--- src/rtl/mem_arbiter.sv ---
// Two-port arbiter in front of a shared register-array memory.
// Fair tie-break: on contention the port that was not granted last wins.
module mem_arbiter #(
  parameter int unsigned DW = 8,
  parameter int unsigned AW = 5
) (
  input  logic          clk,
  input  logic          rst,
  // port 0 (processor)
  input  logic          req0,
  input  logic          we0,
  input  logic [AW-1:0] addr0,
  input  logic [DW-1:0] wdata0,
  output logic          gnt0,
  output logic          rvalid0,
  output logic [DW-1:0] rdata0,
  // port 1 (host/loader)
  input  logic          req1,
  input  logic          we1,
  input  logic [AW-1:0] addr1,
  input  logic [DW-1:0] wdata1,
  output logic          gnt1,
  output logic          rvalid1,
  output logic [DW-1:0] rdata1,
  output logic          busy
);

  localparam int unsigned DEPTH = 2 ** AW;

  logic [DW-1:0] mem [DEPTH];
  logic          last_grant;
  logic          acc;
  logic          sel_we;
  logic [AW-1:0] sel_addr;
  logic [DW-1:0] sel_wdata;

  // Same-cycle grant; on a tie the port not recorded in last_grant wins
  assign gnt0 = ~rst & req0 & (~req1 | last_grant);
  assign gnt1 = ~rst & req1 & (~req0 | ~last_grant);
  assign busy = ~rst & (req0 | req1);

  // Mux the granted port onto the single memory access path
  assign acc       = gnt0 | gnt1;
  assign sel_we    = gnt1 ? we1    : we0;
  assign sel_addr  = gnt1 ? addr1  : addr0;
  assign sel_wdata = gnt1 ? wdata1 : wdata0;

  // Memory array, read data registers and arbitration history
  always_ff @(posedge clk or posedge rst) begin
    if (rst) begin
      for (int i = 0; i < DEPTH; i++) begin
        mem[i] <= '0;
      end
      last_grant <= 1'b1;
      rvalid0    <= 1'b0;
      rvalid1    <= 1'b0;
      rdata0     <= '0;
      rdata1     <= '0;
    end else begin
      rvalid0 <= gnt0 & ~we0;
      rvalid1 <= gnt1 & ~we1;
      if (acc) begin
        last_grant <= gnt1;
      end
      if (acc && sel_we) begin
        mem[sel_addr] <= sel_wdata;
      end
      if (gnt0 && !we0) begin
        rdata0 <= mem[addr0];
      end
      if (gnt1 && !we1) begin
        rdata1 <= mem[addr1];
      end
    end
  end

endmodule

--- config.mk ---
export PLATFORM = sky130hd
export DESIGN_NAME = mem_arbiter
export DESIGN_NICKNAME = d
export VERILOG_FILES = /design/src/rtl/mem_arbiter.sv
export SDC_FILE = /design/constraint.sdc
export NUM_CORES = 1
export LEC_CHECK = 0
export BUFFER_PORTS_ARGS = -buffer_cell sky130_fd_sc_hd__buf_2
export CORE_MARGIN = 3
export CORE_UTILIZATION = 44
export DETAILED_ROUTE_END_ITERATION = 10
export PLACE_DENSITY = 0.58
export SKIP_CTS_REPAIR_TIMING = 1
export SYNTH_ARGS = -nofsm -noshare
export SYNTH_HDL_FRONTEND = slang
export SYNTH_SLANG_ARGS = --single-unit
--- constraint.sdc ---
create_clock -name clk -period 6 [get_ports clk]
set_clock_uncertainty 0.2 [all_clocks]
set_input_delay 0.9 -clock clk [delete_from_list [all_inputs] [get_ports clk]]
set_output_delay 0.9 -clock clk [all_outputs]
set_load 0.02 [all_outputs]
After elaboration in Yosys (flattened, before gate mapping) --
Index checks and enable logic that the tools add are counted.
Storage, ports and cells: bits in registers 275, bits of input ports 32, output and inout bits 21, word-level logic and storage cells 79
Operators by class: order comparisons 4, muxes and demuxes 12, bitwise operators 20, reductions and logical operators 6
Operators with widths (number):
- $bwmux 256 | 1
- $bmux 8 s5 | 2
- $mux 8 | 6
- $demux 8 s5 | 1
- $ge 6x6->1 const B | 3
- $not 5->6 | 3
- $and 1x1->1 | 7
- $lt 6x1->1 const B | 1
- $not 1->1 | 6
- $mux 5 | 1
- $logic_and 1x1->1 | 4
- $or 1x1->1 | 4
- $logic_not 1->1 | 2
- $mux 1 | 1

Logic depth before layout (Yosys ltp) --
word-level depth 10, gate-level depth with buffers 8, depth with buffers taken out 5

Worst setup path after synthesis --
No wires, ideal clock.
path kind input -> register, from input rst, to register mem[16] (netlist bit), library setup time 0.125 ns, data arrival time 6.377 ns, required time 5.675 ns, setup slack -0.701 ns, cell stages on the path 6, path buffers 1, cells stage by stage buf_2 -> inv_2 -> nand3_1 -> a222oi_1 -> nand3_2 -> mux2_2
On the way: cells in the longest elaborated chain, start to end 10, elaborated cells on any way between the ends 17, classes of those cells order compare: 2; mux: 6; bitwise: 7; reduce/logical: 2
Ends and longest elaborated chain:
- start, declared | line 8 | input logic rst,
- $not 1->1 * | line 38, 39
- $and 1x1->1 (2 in a row) | line 39 | assign gnt1 = ~rst & req1 & (~req0 | ~last_grant);
- $mux 5 | line 45 | assign sel_addr = gnt1 ? addr1 : addr0;
- $not 5->6 (not written as such) | line 66 | mem[sel_addr] <= sel_wdata;
- $ge 6x6->1 (not written as such) or $lt 6x1->1 (tied branches) | line 66
- $logic_and 1x1->1 (not written as such) | line 66
- $mux 8 (not written as such) | line 66
- $demux 8 s5 | line 66
- $bwmux 256 | line 66
- end signal, assigned by index | line 66
- end, declared | line 30 | logic [DW-1:0] mem [DEPTH];
Mark *: on every way between the ends. The rest lies on a longest branch, timed or not. A chain may end at the register's enable or synchronous reset.

Final worst setup path --
from input req1, to output gnt1
On the way: cells in the longest elaborated chain, start to end 2
Ends and longest elaborated chain:
- start, declared | line 18 | input logic req1,
- $and 1x1->1 (2 in a row) | line 39
- end, declared | line 22 | output logic gnt1,
Every way passes these cells.

==> impl_metrics.json <==
{
  "status": "finished clean",
  "die_h_microns": 191,
  "die_w_microns": 191,
  "required_ps": 4900,
  "vias_per_cell": 6.21,
  "hpwl_microns": 28300,
  "ant_nets": 0,
  "slew_viol_final": 0,
  "track_usage_pct": 24.3,
  "vias": 10413,
  "tightest_slew_ps": 1180,
  "dr.pass1.iters": 5,
  "syn-mean-instance-area_sq_um": 12.6,
  "antenna_found_initial": 1,
  "routedWlPerCell_microns": 26.4,
  "portBuffers": 52,
  "drt-initial-drc-count": 760,
  "grt_overflow": 0,
  "leakage_nw": 8.19,
  "dp.cells": 1622,
  "synthTopCellsByCount": "dfrtp_1 (274), mux2_2 (264), mux2i_1 (256)",
  "syn_nets": 1234,
  "synthCells": 1202,
  "nFillCells": 3051,
  "yosysWarnings": 0,
  "cts-root-buf": "clkbuf_16",
  "async_flop_share_pct": 100,
  "cts_tree": "done",
  "fp.coreArea_sq_mm": 0.0337,
  "drive_gt1_share_pct": 34.0,
  "tns_ps": 0,
  "h-tree-depth": 1,
  "synth_edf_count": 0,
  "hold_violations": 0,
  "grt_pass1_vias": 10383,
  "synth_most_common_cell": "dfrtp_1",
  "max-vdd-ir-drop_uv": 236,
  "ctsLongestPathBuffers": 3,
  "holdWs_ps": 280,
  "synthTopCellsByArea": "dfrtp_1 (45%), mux2_2 (20%), mux2i_1 (17%), a22oi_1 (3.3%), a221oi_1 (1.9%)",
  "ys_ff_latch": 275,
  "insertion_delay_ps": 560,
  "rsz0062_at_grt": "false",
  "crit_fanout": 10,
  "gp_congestion": 0.995,
  "cts_made_buffers": 31,
  "drv_cap": 0,
  "synthFlopType": "dfrtp_1",
  "startpoint_type": "input port",
  "finalSetupViolations": 0,
  "period_share_pct": 62.8,
  "cp-end-kind": "output pin",
  "fmax_ghz": 0.265,
  "stdcell_count": 1678,
  "seq_area_frac_synth_pct": 45.5,
  "grt_first_pass_wirelength_microns": 67400,
  "synth_top_area_share_pct": 45.3,
  "io_pins": 53,
  "power.density_mw_per_mm2": 324,
  "rows": 67,
  "num_antenna_cells": 0,
  "cts.clk_slew.worst_paths_ps": 60,
  "critPathArrivalTime_ps": 2670,
  "drc": 0,
  "drt_wl_total_microns": 44400,
  "hold_path_class": "register to register",
  "synth_cell_types": 40,
  "fin_crit_ps": 3770,
  "relSlewSlack_pct": 20.7,
  "yosys.area.top_type": "dfrtp_1",
  "nets": 1239,
  "worstSetupPathType": "input port to output pin",
  "syn-cell-area_sq_mm": 0.0151,
  "cts_sinks": 275,
  "grt_start_max_net_pins": 79,
  "initial_core_util_pct": 44.9,
  "syn2layout_area_growth_pct": 10.6,
  "dieArea_sq_mm": 0.0366
}
## through the flow
| step | setup slack [ps] | instance area (sq um) | utilization [%] | power (mW) |
|---|---|---|---|---|
| 6_report | 2230 | 16700 | 49.7 | 5.43 |
| 5_1_grt | 2190 | 16700 | 49.7 | 5.68 |
| 4_1_cts | 2250 | 16700 | 49.7 | 5.46 |
| 3_5_place_dp | 1820 | 15700 | 46.7 | 3.58 |
| 3_3_place_gp | 1930 | 15700 | 46.7 | 3.54 |
| 2_1_floorplan | 833 | 15100 | - | 3.23 |
## area by class of cell
class                           count  area, sq um  share of cell area (%)
Inverter                            4         27.5                   0.164
Clock inverter                      4         47.5                   0.284
Tap cell                          448          561                    3.35
Multi-Input combinational cell    823         7820                    46.7
Clock buffer                       52          965                    5.76
Timing Repair Buffer               72          435                    2.60
Sequential cell                   275         6880                    41.1
## state kept, by name, summed over array words and instances (netlist names)
register	flops
mem	256
rdata0	8
rdata1	8
last_grant	1
rvalid0	1
rvalid1	1
## cells by family after synthesis
kind of cell,after synthesis,synth area share [%]
AOI/OAI and AO/OA,213,10.9
buffers and inverters,104,2.99
DFF,275,45.5
muxes,520,36.6
and+or+nand+nor,90,4.07
## layer usage
| metal | part of all wire (%) | up-vias | track usage [%] |
|---|---|---|---|
| met4 | 3.0 | 0 | 6.60 |
| met1 | 46 | 5411 | 35.1 |
| met2 | 45 | 278 | 37.8 |
| met5 | 0 | - | 0 |
| met3 | 5.4 | 60 | 4.11 |
| li1 | - | 4664 | - |
## where the power goes
| group | internal [mW] | switching [mW] | total (mW) |
|---|---|---|---|
| logic | 0.528 | 0.579 | 1.11 |
| clock network | 1.12 | 0.754 | 1.88 |
| registers | 2.19 | 0.247 | 2.44 |
## layout by cell type (no fill, tap or decap), drive strengths merged, types with 3 or more instances in the layout
master / n
and2: 6
dfrtp: 274
a221oi: 32
a21oi: 33
o21ai: 7
o22ai: 16
clkinv: 3
and3: 3
buf: 72
and4: 5
nand3: 9
nand2: 23
a22oi: 66
nand4: 25
clkbuf: 52
mux2: 264
a211oi: 4
inv: 3
nor2: 7
nor2b: 4
o41ai: 16
mux2i: 256
a22o: 32
nand2b: 4
## worst paths after layout
| kind | start | to | slack [ps] | cells past startpoint |
|---|---|---|---|---|
| worst max-delay path | req1 | gnt1 | 2230 | 4 |
| worst min-delay path | rdata1[1]$_DFFE_PP0P_ | rdata1[1]$_DFFE_PP0P_ | 280 | 2 |
| worst max register to register | last_grant$_DFFE_PP1P_ | mem[236]$_DFFE_PP0P_ | 2310 | 5 |
| worst min register to register | rdata1[1]$_DFFE_PP0P_ | rdata1[1]$_DFFE_PP0P_ | 280 | 2 |
| max in group asynchronous | rst | mem[241]$_DFFE_PP0P_ | 3060 | 4 |
| min in group asynchronous | rst | mem[220]$_DFFE_PP0P_ | 320 | 2 |
## worst max-delay path, stage by stage
cell and delay, ps:
buf_2 110, a21bo_1 370, nor2_1 950, buf_2 330
No activity file was read; power rests on OpenSTA's default activity.
